`src/rtl/otter_pipe_hazard_ctrl.sv`:
```
// otter_pipe_hazard_ctrl: hazard, interlock and forwarding controller for the
// pipelined OTTER core. It keeps a shadow scoreboard of every in-flight writer
// past decode and derives the stall, flush, bubble and forwarding controls.
//
// Optional feature macro: OTTER_HZD_FWD_EN
//   defined   : operands are forwarded from the nearest matching stage; only a
//               load-use on a stage below LOAD_AVAIL interlocks.
//   undefined : forwarding selects are tied to 0; any pending writer interlocks.
//
// Ports:
//   CLK, RESET_N        core clock, synchronous active-low reset
//   de_*                decode-stage instruction fields
//   ex_branch_taken     EX redirects the PC
//   mem_wait            data memory not ready for the MEM-stage access
//   stall_front         hold PC, IF/DE register and DE
//   stall_back          hold EX, MEM and WB registers
//   flush_if_de         invalidate IF/DE on the next edge
//   fwd_sel_a/b         0 = register file, k = stage k result
//   stage_valid         valid bit per tracked stage (bit k-1 = stage k)
//   stall_cnt           saturating count of stall_front cycles
module otter_pipe_hazard_ctrl #(
  parameter int unsigned STAGES     = 3,
  parameter int unsigned LOAD_AVAIL = 2,
  parameter int unsigned REG_AW     = 5,
  parameter int unsigned CNT_W      = 16,
  localparam int unsigned FW_W      = $clog2(STAGES + 1)
) (
  input  logic              CLK,
  input  logic              RESET_N,
  input  logic              de_valid,
  input  logic [REG_AW-1:0] de_rs1,
  input  logic              de_rs1_used,
  input  logic [REG_AW-1:0] de_rs2,
  input  logic              de_rs2_used,
  input  logic [REG_AW-1:0] de_rd,
  input  logic              de_reg_write,
  input  logic              de_is_load,
  input  logic              ex_branch_taken,
  input  logic              mem_wait,
  output logic              stall_front,
  output logic              stall_back,
  output logic              flush_if_de,
  output logic [FW_W-1:0]   fwd_sel_a,
  output logic [FW_W-1:0]   fwd_sel_b,
  output logic [STAGES-1:0] stage_valid,
  output logic [CNT_W-1:0]  stall_cnt
);

  // Scoreboard: index k-1 holds tracked stage k
  logic [STAGES-1:0]             vld_q, vld_d;
  logic [STAGES-1:0]             wr_q, wr_d;
  logic [STAGES-1:0]             ld_q, ld_d;
  logic [STAGES-1:0][REG_AW-1:0] rd_q, rd_d;
  logic [CNT_W-1:0]              cnt_q, cnt_d;

  logic [FW_W-1:0] near_a, near_b;
  logic            ld_a, ld_b;
  logic            haz_a, haz_b;
  logic            br_c, sb_c, sf_c;

  // Nearest-match search; scanning from the oldest stage down lets the
  // youngest (smallest k) writer overwrite older ones. x0 never matches.
  always_comb begin
    near_a = '0;
    near_b = '0;
    ld_a   = 1'b0;
    ld_b   = 1'b0;
    for (int k = STAGES; k >= 1; k--) begin
      if (de_rs1_used && (de_rs1 != '0) && vld_q[k-1] && wr_q[k-1] &&
          (rd_q[k-1] == de_rs1)) begin
        near_a = FW_W'(k);
        ld_a   = ld_q[k-1];
      end
      if (de_rs2_used && (de_rs2 != '0) && vld_q[k-1] && wr_q[k-1] &&
          (rd_q[k-1] == de_rs2)) begin
        near_b = FW_W'(k);
        ld_b   = ld_q[k-1];
      end
    end
  end

`ifdef OTTER_HZD_FWD_EN
  // Only load data that is not yet available at its stage forces an interlock
  assign haz_a = (near_a != '0) && ld_a && (32'(near_a) < LOAD_AVAIL);
  assign haz_b = (near_b != '0) && ld_b && (32'(near_b) < LOAD_AVAIL);
  assign fwd_sel_a = RESET_N ? near_a : '0;
  assign fwd_sel_b = RESET_N ? near_b : '0;
`else
  // Without forwarding the register file is the only source, so any pending
  // writer interlocks until it has retired
  logic unused_fwd;
  assign unused_fwd = ld_a ^ ld_b;
  assign haz_a = (near_a != '0);
  assign haz_b = (near_b != '0);
  assign fwd_sel_a = '0;
  assign fwd_sel_b = '0;
`endif

  // A branch only counts when EX actually holds a valid instruction
  assign br_c = ex_branch_taken & vld_q[0];
  assign sb_c = mem_wait;
  // A taken branch squashes DE, so a load-use in DE must not stall it
  assign sf_c = sb_c | ((haz_a | haz_b) & ~br_c & de_valid);

  assign stall_back  = RESET_N & sb_c;
  assign stall_front = RESET_N & sf_c;
  // While the back end holds, the branch is deferred until mem_wait drops
  assign flush_if_de = ~RESET_N | (br_c & ~sb_c);

  assign stage_valid = vld_q;
  assign stall_cnt   = cnt_q;

  // Scoreboard advance / bubble insertion and stall counter next state
  always_comb begin
    vld_d = vld_q;
    wr_d  = wr_q;
    ld_d  = ld_q;
    rd_d  = rd_q;
    cnt_d = cnt_q;
    if (!sb_c) begin
      for (int k = STAGES - 1; k >= 1; k--) begin
        vld_d[k] = vld_q[k-1];
        wr_d[k]  = wr_q[k-1];
        ld_d[k]  = ld_q[k-1];
        rd_d[k]  = rd_q[k-1];
      end
      vld_d[0] = de_valid & ~sf_c & ~br_c;
      wr_d[0]  = de_reg_write;
      ld_d[0]  = de_is_load;
      rd_d[0]  = de_rd;
    end
    if (sf_c && (cnt_q != '1)) begin
      cnt_d = cnt_q + CNT_W'(1);
    end
  end

  // State registers; payload fields need no reset since valid gates them
  always_ff @(posedge CLK) begin
    if (!RESET_N) begin
      vld_q <= '0;
      cnt_q <= '0;
    end else begin
      vld_q <= vld_d;
      wr_q  <= wr_d;
      ld_q  <= ld_d;
      rd_q  <= rd_d;
      cnt_q <= cnt_d;
    end
  end

endmodule

```
`config.mk`:
```
export PLATFORM = sky130hd
export DESIGN_NAME = otter_pipe_hazard_ctrl
export DESIGN_NICKNAME = d
export VERILOG_FILES = /design/src/rtl/otter_pipe_hazard_ctrl.sv
export SDC_FILE = /design/constraint.sdc
export NUM_CORES = 1
export LEC_CHECK = 0
export CORE_ASPECT_RATIO = 1.5
export CORE_UTILIZATION = 53
export DETAILED_ROUTE_END_ITERATION = 16
export PLACE_DENSITY = 0.92
export SETUP_SLACK_MARGIN = 0.5
export SYNTH_ARGS = -nofsm -noshare
export SYNTH_HDL_FRONTEND = slang
export SYNTH_SLANG_ARGS = --single-unit
export TNS_END_PERCENT = 100
```
`constraint.sdc`:
```
create_clock -name CLK -period 9.09 [get_ports CLK]
set_clock_uncertainty 0.2 [all_clocks]
set_input_delay 2.2725 -clock CLK [delete_from_list [all_inputs] [get_ports CLK]]
set_output_delay 2.2725 -clock CLK [all_outputs]
set_load 0.01 [all_outputs]
```
==> results.rst <==
.. list-table::
   :header-rows: 1

   * - Metric
     - Value
   * - Clock root buffer master
     - sky130_fd_sc_hd__clkbuf_8
   * - Area of combinational cells with multiple inputs
     - 1000 µm²
   * - Num CTS Buffers
     - 5
   * - Depth of the CTS H-tree
     - 2
   * - Die Area
     - 4020 µm²
   * - Worst hold slack
     - around 290 ps
   * - Largest driver fanout on the critical path
     - 25
   * - Total power
     - 0.000396 W
   * - Vert. Die Dim
     - 77.2 µm
   * - Wire length reported by the detailed router
     - 4740 µm
   * - Number of setup buffers added after CTS
     - 0
   * - Number of port buffers
     - 44
   * - Register-to-register setup slack
     - approximately 6400 ps
   * - Post-DP Area
     - between 2000 and 2500 µm²
   * - Syn Std Cell Area
     - 2000 µm²
   * - Standard-cell rows
     - 26
   * - Yosys cell types
     - 38
   * - Average footprint of a synthesized cell
     - approximately 10 µm²
   * - Antenna violations before repair
     - 0
   * - Antenna Cells
     - 0
   * - Pwr Density
     - 154 nW/µm²
   * - RSZ-0062 raised after global routing
     - false
   * - Worst hold path type
     - flip-flop to flip-flop
   * - Critical Path End
     - stall_front
   * - Type of the worst setup path
     - input pin to output port
   * - Count of antenna-violating nets left after detailed routing
     - 0
   * - Critical path startpoint category
     - input pin
   * - Via Count
     - 1,713
   * - Sequential area share after synthesis
     - 46.1%
   * - Maximum achievable frequency
     - 133 MHz
   * - Via density
     - 6.18
   * - Startpoint of the worst register-to-register path
     - rd_q[1]$_DFFE_PP_
   * - Layout overhead on the synthesized area
     - 28.7%
   * - Proportion of layout cells with a drive suffix above 1
     - between 5 and 6%
   * - Clock latency on the worst-skew pair
     - about 290 ps
   * - Register-to-Register Path Depth
     - 7
   * - Post-DP HPWL
     - between 3000 and 4000 µm
   * - Max Slew Vio Count
     - 0
   * - Capture point of the worst reg-to-reg path
     - stall_cnt[11]$_SDFFE_PN0P_
   * - Wire length of the first global-routing pass
     - 7510 µm
   * - Max capacitance violation total
     - 0
   * - Global Route Usage Sum
     - 25.9%
   * - Setup violation total in the final timing report
     - 0
   * - Maximum number of pins on one net before global-route repair
     - 26
   * - Number of top-level design ports
     - 50
   * - Routed wire length per instance
     - 17.1 µm
   * - Post-layout nets
     - ~260
   * - Number of sinks on the clock net
     - 37
   * - Most Used Layer, Global Route
     - met2
   * - Fraction of met1 tracks used by global routing
     - 30.1%
   * - Core region area
     - 3510 µm²
   * - Fin. Hold Viols
     - 0
   * - Clock tree from TritonCTS
     - built
   * - Overall die width
     - 52.1 µm
   * - Register Area
     - 921 µm²
   * - Share of the clock period used by the worst path
     - 82.9%
   * - Initial core utilization
     - 56.8%
   * - Outcome
     - finished, final reports clean
   * - GR met3 Demand/Resource
     - around 5.6%
   * - Time the final worst path needs with I/O delays and setup
     - 7530 ps
   * - Number of warnings reported in the yosys synthesis log
     - 0
   * - Data required time of the worst path
     - 6620 ps
   * - Vias in the first global route
     - 1,621
   * - Main synth FF type
     - sky130_fd_sc_hd__dfxtp_1
   * - Critical path data arrival time
     - 5060 ps
   * - Origin of the worst setup path
     - de_rs1[1]
   * - Crit end category
     - output port
   * - EDFF count, synth
     - 18
   * - Largest vdd supply drop
     - 0.187 mV
   * - Total leakage power
     - 0.881 nW
   * - Number of iterations in the first detailed-routing pass
     - 4
   * - Async SR Flop Fraction
     - 0%
   * - Total DRC errors in the routed layout
     - 0
   * - Number of violations reported at the end of detailed-routing iteration 0
     - just over 60
   * - Clock transition at the register clock pins on the worst setup and hold paths after CTS
     - 70 ps
   * - Post-route design area
     - 2570 µm²
   * - Max_slew headroom
     - 41.6%
   * - Longest Clk Path Bufs
     - 2
   * - Layout filler cell count
     - between 200 and 300
   * - Grt met2 use
     - ~42%
   * - Residual overflow from global routing
     - 0
   * - Post-synthesis sequential element count
     - 37
   * - Gate count of the mapped netlist
     - 191
   * - Hold-fix buffers, CTS
     - 0
   * - Count of cells resized by post-cts repair
     - 0
   * - Pin slew with the least headroom to its limit
     - 874 ps
   * - Setup TNS
     - 0 ps
   * - Global placement routability congestion
     - 0.817
[cells in the mapped netlist, drive strengths merged (5+ instances only)]
cell type  number  area (µm²)
nor2            5        18.8
nand2          10        37.5
o31ai           9        67.6
xor2           24         210
xnor2           6        52.6
nor4            6        43.8
and3            6        37.5
edfxtp         18         541
buf             9        62.6
mux2i           5        50.1
dfxtp          19         380
nand4           7        43.8
a21oi          13        65.1
nand3          11        55.1
or4            12        90.1
[how the worst min path moves through the flow]
stage	startpoint	endpoint	slack [ps]	depth (start not counted)
floorplan	wr_q[0]$_DFFE_PP_	wr_q[1]$_DFFE_PP_	250	0
global placement	wr_q[1]$_DFFE_PP_	wr_q[2]$_DFFE_PP_	260	0
detailed placement	wr_q[1]$_DFFE_PP_	wr_q[2]$_DFFE_PP_	280	0
CTS	wr_q[0]$_DFFE_PP_	wr_q[1]$_DFFE_PP_	290	0
global route	wr_q[1]$_DFFE_PP_	wr_q[2]$_DFFE_PP_	310	0
finish	wr_q[1]$_DFFE_PP_	wr_q[2]$_DFFE_PP_	290	0
[power by group]
group / switching (W) / total, W / internal, W
Sequential: 0.00000530 / 0.000185 / 0.000180
Combinational: 0.0000211 / 0.0000417 / 0.0000206
Clock: 0.0000600 / 0.000169 / 0.000109
[flip-flops by register name, summed over array words and instances, names as in the netlist]
name,flops
stall_cnt,16
wr_q,3
rd_q,15
stage_valid,3
[per-stage QoR]
| step | std cells | utilization, % | worst slack, ps |
|---|---|---|---|
| after floorplan | 194 | - | 2860 |
| final | 277 | 73.1 | 1560 |
| after detailed placement | 269 | 69.3 | 1560 |
| after global placement | 269 | 69.3 | 1560 |
| after global routing | 277 | 73.1 | 1450 |
| after CTS | 277 | 73.1 | 1550 |
[cells in the final DEF, fill, tap and decap left out, types with 2 or more instances in the layout]
cell type | synthesis | routed
sky130_fd_sc_hd__xor2_1 | 24 | 24
sky130_fd_sc_hd__nor3_1 | 2 | 2
sky130_fd_sc_hd__mux2i_1 | 5 | 5
sky130_fd_sc_hd__and3_1 | 6 | 6
sky130_fd_sc_hd__nand3_1 | 11 | 11
sky130_fd_sc_hd__nand4_1 | 7 | 7
sky130_fd_sc_hd__o21ai_1 | 2 | 2
sky130_fd_sc_hd__nor4_1 | 5 | 5
sky130_fd_sc_hd__dfxtp_1 | 19 | 19
sky130_fd_sc_hd__nand2_1 | 10 | 10
sky130_fd_sc_hd__and2_1 | 2 | 2
sky130_fd_sc_hd__and4_1 | 4 | 4
sky130_fd_sc_hd__nor2_1 | 5 | 5
sky130_fd_sc_hd__xnor2_1 | 6 | 6
sky130_fd_sc_hd__edfxtp_1 | 18 | 18
sky130_fd_sc_hd__o31ai_1 | 9 | 9
sky130_fd_sc_hd__clkbuf_8 | 0 | 5
sky130_fd_sc_hd__clkdlybuf4s50_1 | 0 | 44
sky130_fd_sc_hd__a21oi_1 | 13 | 13
sky130_fd_sc_hd__or4_1 | 12 | 12
sky130_fd_sc_hd__conb_1 | 1 | 4
sky130_fd_sc_hd__bufinv_16 | 0 | 2
sky130_fd_sc_hd__o41ai_1 | 2 | 2
sky130_fd_sc_hd__nand2b_1 | 4 | 4
[per-layer routing]
metal / routed length [µm] / vias up
li1: - / 804
met1: 1930 / 836
met2: 2440 / 58
met3: 219 / 15
met4: 158 / 0
met5: 0 / -
[cell families after synthesis]
group / count (synthesis) / synth area share (%)
XOR/XNOR: 30 / 13.2
AND/OR/NAND/NOR: 70 / 20.9
other: 1 / 0.188
adder cells (fa/ha/maj): 1 / 0.627
flip-flops: 37 / 46.1
multiplexers: 5 / 2.51
buffers and inverters: 14 / 4.07
AO/OA/AOI/OAI: 33 / 12.4
[critical path, cell delays in order]
cell                              delay, ps
sky130_fd_sc_hd__clkdlybuf4s50_1        520
sky130_fd_sc_hd__or4_1                  570
sky130_fd_sc_hd__o21ai_1                250
sky130_fd_sc_hd__a31oi_4                 80
sky130_fd_sc_hd__a211oi_4               780
sky130_fd_sc_hd__nor2_1                  80
sky130_fd_sc_hd__clkdlybuf4s50_1        510
[cell type report]
type,instances,area share (%)
clock buffer,5,2.68
clock inverter,3,2.53
inverter,2,0.292
multi-input combinational,143,39.1
sequential,37,35.9
tap,42,2.05
timing repair buffer,45,17.4
Note: power is estimated with default switching activity, not from simulation.
